$ cat config.mk
export PLATFORM = sky130hd
export DESIGN_NAME = microwave_ctrl
export DESIGN_NICKNAME = d
export VERILOG_FILES = /design/src/rtl/microwave_ctrl.sv
export SDC_FILE = /design/constraint.sdc
export NUM_CORES = 1
export LEC_CHECK = 0
export ABC_AREA = 1
export CAP_MARGIN = 20
export CELL_PAD_IN_SITES_DETAIL_PLACEMENT = 1
export CELL_PAD_IN_SITES_GLOBAL_PLACEMENT = 1
export CORE_MARGIN = 4
export CORE_UTILIZATION = 34
export CTS_CLUSTER_DIAMETER = 100
export CTS_CLUSTER_SIZE = 24
export DETAILED_ROUTE_END_ITERATION = 7
export GPL_TIMING_DRIVEN = 0
export PLACE_DENSITY_LB_ADDON = 0.25
export SYNTH_ARGS = -nofsm -noshare
export SYNTH_HDL_FRONTEND = slang
export SYNTH_SLANG_ARGS = --single-unit
$ cat constraint.sdc
create_clock -name clk -period 1.7 [get_ports clk]
set_clock_uncertainty 0.05 [all_clocks]
set_input_delay 0.34 -clock clk [delete_from_list [all_inputs] [get_ports clk]]
set_output_delay 0.34 -clock clk [all_outputs]
set_load 0.01 [all_outputs]
$ cat src/rtl/microwave_ctrl.sv
// microwave_ctrl: front-panel FSM driving the countdown timer, magnetron, buzzer.
// Optional MWC_DOOR_LOCK_EN adds door_lock and aborts the cook on door open.
module microwave_ctrl #(
  parameter int BEEP_CYCLES = 8
) (
  input  logic       clk,
  input  logic       clrn,
  input  logic       keypad_valid,
  input  logic [3:0] keypad_digit,
  input  logic       startn,
  input  logic       stopn,
  input  logic       cancn,
  input  logic       door_closed,
  input  logic       timer_zero,
  output logic       tmr_loadn,
  output logic [3:0] tmr_data,
  output logic       tmr_en,
  output logic       tmr_clrn,
  output logic       mag_on,
  output logic       buzzer,
`ifdef MWC_DOOR_LOCK_EN
  output logic       door_lock,
`endif
  output logic [2:0] state
);

  localparam int BW = $clog2(BEEP_CYCLES + 1);

  typedef enum logic [2:0] {
    IDLE  = 3'd0,
    SET   = 3'd1,
    COOK  = 3'd2,
    PAUSE = 3'd3,
    DONE  = 3'd4
  } state_t;

  state_t        st;
  state_t        nxt;
  logic [1:0]    ndig;
  logic [BW-1:0] beep;
  logic          start_p;
  logic          stop_p;
  logic          canc_p;
  logic          start_e;
  logic          stop_e;
  logic          canc_e;
  logic          dig_ok;
  logic          clr;

  assign start_e = start_p & ~startn;
  assign stop_e  = stop_p & ~stopn;
  assign canc_e  = canc_p & ~cancn;
  assign state   = st;

  // any button edge outranks a digit in the same cycle
  assign dig_ok = keypad_valid & (keypad_digit <= 4'd9)
                & (ndig != 2'd3)
                & ~(start_e | stop_e | canc_e)
                & ((st == IDLE) | (st == SET));

  always_comb begin
    nxt = st;
    clr = 1'b0;
    unique case (st)
      IDLE: begin
        if (dig_ok) nxt = SET;
      end
      SET: begin
        if (canc_e) begin
          nxt = IDLE;
          clr = 1'b1;
        end else if (start_e & door_closed & ~timer_zero) begin
          nxt = COOK;
        end
      end
      COOK: begin
        if (canc_e) begin
          nxt = IDLE;
          clr = 1'b1;
        end else if (stop_e) begin
          nxt = PAUSE;
        end else if (~door_closed) begin
`ifdef MWC_DOOR_LOCK_EN
          nxt = IDLE;
          clr = 1'b1;
`else
          nxt = PAUSE;
`endif
        end else if (timer_zero) begin
          nxt = DONE;
        end
      end
      PAUSE: begin
        if (canc_e | stop_e) begin
          nxt = IDLE;
          clr = 1'b1;
        end else if (start_e & door_closed) begin
          nxt = COOK;
        end
      end
      DONE: begin
        if (canc_e | stop_e | ~door_closed | (beep == BW'(1)))
          nxt = IDLE;
      end
      default: nxt = IDLE;
    endcase
  end

  always_ff @(posedge clk) begin
    if (!clrn) begin
      st        <= IDLE;
      ndig      <= 2'd0;
      beep      <= '0;
      start_p   <= 1'b1;
      stop_p    <= 1'b1;
      canc_p    <= 1'b1;
      tmr_loadn <= 1'b1;
      tmr_data  <= 4'd0;
      tmr_en    <= 1'b0;
      tmr_clrn  <= 1'b0;
      mag_on    <= 1'b0;
      buzzer    <= 1'b0;
`ifdef MWC_DOOR_LOCK_EN
      door_lock <= 1'b0;
`endif
    end else begin
      st        <= nxt;
      start_p   <= startn;
      stop_p    <= stopn;
      canc_p    <= cancn;
      tmr_loadn <= ~dig_ok;
      tmr_clrn  <= ~clr;
      tmr_en    <= (nxt == COOK);
      mag_on    <= (nxt == COOK) & door_closed;
      buzzer    <= (nxt == DONE);
`ifdef MWC_DOOR_LOCK_EN
      door_lock <= (nxt == COOK);
`endif
      if (dig_ok) tmr_data <= keypad_digit;
      if (nxt == IDLE) ndig <= 2'd0;
      else if (dig_ok) ndig <= ndig + 2'd1;
      if ((st != DONE) && (nxt == DONE)) beep <= BW'(BEEP_CYCLES);
      else if (st == DONE) beep <= beep - BW'(1);
    end
  end

endmodule

# After elaboration in Yosys (flattened, before gate mapping)
# Cells that the tools add are included.
[classes] addsub=2 bitwise=25 mux=16 n_eq_ne=9 reduce_logical=7 order_cmp=1
[op_table] op="2-to-1 mux 3 bit" count=10
[op_table] op="one-hot mux 3 bit (5 select lines)" count=1
[op_table] op="bitwise AND 1 bit" count=10
[op_table] op="== test 3 x 2 -> 1 bit, second input constant" count=3
[op_table] op="NOT 1 bit" count=9
[op_table] op="2-to-1 mux 4 bit" count=2
[op_table] op="== test 3 bit, second input constant" count=2
[op_table] op="zero test 3 bit" count=2
[op_table] op="bitwise OR 1 bit" count=6
[op_table] op="OR reduction 2 bit" count=3
[op_table] op="== test 4 x 1 -> 1 bit, second input constant" count=1
[op_table] op="less-or-equal comparator 4 bit, second input constant" count=1
[op_table] op="subtractor 4 x 1 -> 4 bit, second input constant" count=1
[op_table] op="== test 3 x 1 -> 1 bit, second input constant" count=1
[op_table] op="!= test 3 bit, second input constant" count=1
[op_table] op="adder 2 x 1 -> 2 bit, second input constant" count=1
[op_table] op="2-to-1 mux 1 bit" count=2
[op_table] op="!= test 2 bit, second input constant" count=1
[op_table] op="one-hot mux 1 bit (2 select lines)" count=1
[op_table] op="nonzero test 2 bit" count=1
[op_table] op="logical AND 1 bit" count=1
[totals] register_bits=21 inputBits=12 output_inout_bits=12 word_cells=73

# Logic depth before layout (Yosys ltp)
[depth] word_depth=12 mapped_depth=10 ltp_nobuf=10

# Worst setup path before layout
# Ideal clock, no wire load.
[synth_timing] path_type="reg2reg" start="reg st[0] (netlist: state[0])" end="reg ndig[0]" t_arrival_ns=1.175 stages_incl_launch_ff=10 slack_ns=0.359 n_path_buf=0 t_required_ns=1.534 synth_period_minus_slack_ns=1.341 setup_ns=0.116 cell_sequence="dfxtp_1 > inv_1 > nand3_2 > nor2_1 > nand2_1 > nand3_2 > nor2_4 > nor2_4 > nor2_2 > nor2_1"
[synth_via] elab_chain_cells=7 elab_cells_between_ends=20 cone_classes="eq/ne: 4; mux: 11; bitwise: 2; reduce/logical: 3"
[synth_lines] element="start: declaration" line_no="37" rtl="state_t st;"
[synth_lines] element="start signal: assignment" line_no="127" rtl="st <= nxt;"
[synth_lines] element="== test 3 x 1 -> 1 bit, or another cell as far along" line_no="59, 64"
[synth_lines] element="bitwise OR 1 bit or 2-to-1 mux 3 bit (tied branches)" line_no="59, 82"
[synth_lines] element="bitwise AND 1 bit or 2-to-1 mux 3 bit (tied branches)" line_no="59, 80"
[synth_lines] element="2-to-1 mux 3 bit, on equally long branches" line_no="66, 77"
[synth_lines] element="one-hot mux 3 bit (5 select lines)" line_no="64" rtl="unique case (st)"
[synth_lines] element="zero test 3 bit" line_no="140" rtl="if (nxt == IDLE) ndig <= 2'd0;"
[synth_lines] element="OR reduction 2 bit (no line)"
[synth_lines] element="end signal: assignment" line_no="141" rtl="else if (dig_ok) ndig <= ndig + 2'd1;"
[synth_lines] element="end: declaration" line_no="39" rtl="logic [1:0] ndig;"
# Several ways; a longest one is shown, not always the timed one.
# A chain may end at the register's enable or synchronous reset.

# Final worst setup path
[layout_timing] start="reg st[2] (netlist: state[2])" end="out state[2]"
[layout_lines] element="end: declaration" line_no="24" rtl="output logic [2:0] state"
# No word-level cell between the ends.

==> impl_metrics.json <==
{
  "worst_slack_ps": 65.64,
  "postSynthRegisterBits": 21,
  "p_leak_uw": 0.0006099,
  "final_net_count": 179,
  "power.density_mw_per_mm2": 656.8,
  "final.min_clock_period_ps": 1634,
  "cts-buffers-inserted": 3,
  "grt_first_pass_wirelength_um": 4857,
  "tightestPinTransition_ps": 457.6,
  "remaining_drc_errors": 0,
  "placement.io_buffers": 23,
  "pre_cts_slack_ps": -274.0,
  "total_congestion_overflow_after_global_routing": 0,
  "worst_setup_hold_path_clk_slew_ps": 120,
  "via_count_of_the_first_global_routing_pass": 1045,
  "detail_route.iter0.violations": 44,
  "path_buf_inv": 1,
  "multiInputGateArea_um2": 498.0,
  "cts_tree": "yes",
  "asyncSetResetFlopFracSynth": 0,
  "synth_warnings": 0,
  "report.final.setup_viol": 0,
  "cp_max_fo": 3,
  "mostFrequentLayoutCells": "30 x nand2_1, 22 x inv_1, 21 x clkdlybuf4s50_1",
  "cts_hold_buffers": 0,
  "min_path_type": "flop to flop",
  "wl_per_cell_um": 13.81,
  "number_of_standard_cells_after_synthesis": 136,
  "whs_endpoint": "beep[2]$_SDFFE_PP0N_",
  "reg2reg_slack_ps": 160,
  "rr_endpoint": "ndig[0]$_SDFFE_PP0P_",
  "dominantRegCellSynth": "dfxtp_1",
  "totalNegativeSetupSlack_ps": 0,
  "final_layout_size_suffix_gt1_frac": 0.1472,
  "clkSinkCount": 21,
  "starting_utilization_of_the_core_area": 0.3591,
  "synth_cell_types": 24,
  "timing_worst_setup_path_type": "flop to primary output",
  "crit_slowest_cell": "clkdlybuf4s50_1",
  "area_growth_pct": 31.30,
  "final_antenna_net_count": 0,
  "die_area_mm2": 0.003897,
  "fin_crit_sh": 0.9614,
  "cp-end-kind": "primary output",
  "min_delay_path_depth": 2,
  "synth_enable_flop_cells": 0,
  "finalWirelength_um": 2679,
  "synth_seq_area_share": 0.4174,
  "crit_family": "buffers and inverters",
  "outcome": "finished clean",
  "post_cts.repair.setup_buffers": 0,
  "timing.max_slew.rel_slack": 0.6932,
  "unrepaired_setup_endpoints_after_global_routing": "no",
  "cell_area_after_synthesis_mm2": 0.001007,
  "synth_fp_nets": 151,
  "fmax_ghz": 0.6119,
  "worst_r2r_path_depth": 8,
  "final_weighted_congestion_in_routability_driven_placement": 0.7511,
  "clock_insertion_delay_worst_skew_ps": 300,
  "placement_rows": 19,
  "hold_viol_final": 0,
  "reg2reg_from": "state[2]$_SDFF_PN0_",
  "regArea_um2": 427.9,
  "detailedPlacementHpwl_um": 2175,
  "max_cap_viol_count": 0,
  "vdd_ir_drop_max_mv": 0.2965,
  "antenna_found_initial": 0,
  "die_x_um": 62.43,
  "antennaDiodeCount": 0,
  "timing.critical_path.arrival_ps": 1240,
  "io_pins": 24,
  "layout.cells.most_common": "nand2_1",
  "timing.critical_path.slowest_cell_delay_ps": 550,
  "viasPerCell": 4.799,
  "placeableCoreArea_mm2": 0.002805,
  "die_h_um": 62.43,
  "fill_cells": 350,
  "detailroute.via_count": 931,
  "hold_path_startpoint": "beep[2]$_SDFFE_PP0N_",
  "postSynthAreaPerCell_um2": 7.406,
  "drt_pass1_iterations": 4,
  "start_kind": "flop",
  "cp_data_required_time_ps": 1310,
  "final_max_slew_viol_count": 0,
  "clockBufferDepth": 2,
  "pin_count_of_the_biggest_net_entering_global_routing": 12,
  "clock_tree.root_cell": "clkbuf_4",
  "track_usage": 0.1533,
  "crit_path_cell_trace": "clkdlybuf4s50_1",
  "cts_htree_levels": 1
}
==> flip-flops by register name, summed over array words and instances, names as in the netlist <==
| register | cells |
|---|---|
| tmr_loadn | 1 |
| state | 3 |
| buzzer | 1 |
| tmr_en | 1 |
| mag_on | 1 |
| start_p | 1 |
| stop_p | 1 |
| beep | 4 |
| ndig | 2 |
| tmr_clrn | 1 |
| tmr_data | 4 |
| canc_p | 1 |
==> where the power goes <==
group / internal [uW] / switching [uW] / total [uW]
combinational: 54.4 / 61.2 / 116
clock: 91.6 / 152 / 244
sequential: 501 / 7.66 / 509
total: 647 / 221 / 869
==> how the worst max path moves through the flow <==
stage,from,endpoint,slack (ps),cells after the start
2_1_floorplan,state[0]$_SDFF_PN0_,ndig[0]$_SDFFE_PP0P_,360,9
3_3_place_gp,stopn,ndig[0]$_SDFFE_PP0P_,-190,11
3_5_place_dp,stopn,ndig[1]$_SDFFE_PP0P_,-270,11
4_1_cts,state[0]$_SDFF_PN0_,state[0],20,1
5_1_grt,state[2]$_SDFF_PN0_,state[2],3,1
6_report,state[2]$_SDFF_PN0_,state[2],70,1
==> cell families (layout without fill, tap and decap cells) <==
family / after synthesis / after routing / synth area share
DFF: 21 / 21 / 0.4174
AOI/OAI and AO/OA: 14 / 14 / 0.08199
buffers and inverters: 25 / 52 / 0.09317
xor gates and xnor gates: 1 / 1 / 0.008697
and+or+nand+nor: 72 / 72 / 0.3615
adders and majority gates: 3 / 3 / 0.03727
==> worst register-to-register path, cell delays in order (launching register included) <==
cell and delay [ps]:
dfxtp_1 390, inv_1 120, nor3_2 370, o21ai_2 120, o21ai_2 90, nand3_2 110, nand2_1 100, nor2_2 50
nor2_1 80
==> layout make-up <==
cell class,count,area share
multi-input cells,90,0.3765
inverters,24,0.07001
well taps,31,0.02933
flip-flops and latches,21,0.3236
repair buffers,23,0.1779
clock buffers,4,0.01987
plain buffers,1,0.002838
==> through the flow <==
step	total power (uW)	cell area, um^2	utilization	hold WS, ps	cells
after floorplan	576.9	1007	-	383.4	136
after global placement	631.2	1276	0.4550	408.1	190
after detailed placement	637.7	1276	0.4550	436.0	190
after CTS	880.5	1310	0.4670	456.0	194
after global routing	915.3	1323	0.4715	468.3	194
final	868.6	1323	0.4715	452.5	194
==> per-layer routing <==
layer	global-route usage	wire, um	vias to the layer above
li1	-	-	479
met1	0.1777	1143	425
met2	0.2783	1385	22
met3	0.02698	103	5
met4	0.05785	47	0
met5	0	0	-
==> cells in the mapped netlist (2+ instances only) <==
cell type  count  area share
nand3_2        3       0.030
o21ai_0        3       0.015
nor2_1        17       0.063
nand4_1        4       0.025
a21oi_1        5       0.025
nor2_4         4       0.045
nand2_1       31        0.12
nor2_2         2       0.012
ha_1           3       0.037
inv_1         22       0.082
inv_2          2      0.0075
o21ai_1        2      0.0099
nand3_1        6       0.030
o21ai_2        2       0.017
dfxtp_1       21        0.42
==> timing repair <==
| action | in CTS | in global routing |
|---|---|---|
| hold endpoints to repair | 0 | 0 |
| cloned | 0 | 0 |
| endpoints found under the setup margin | 2 | 6 |
| resized for setup | 4 | 5 |
(Power assumes the default switching activity.)
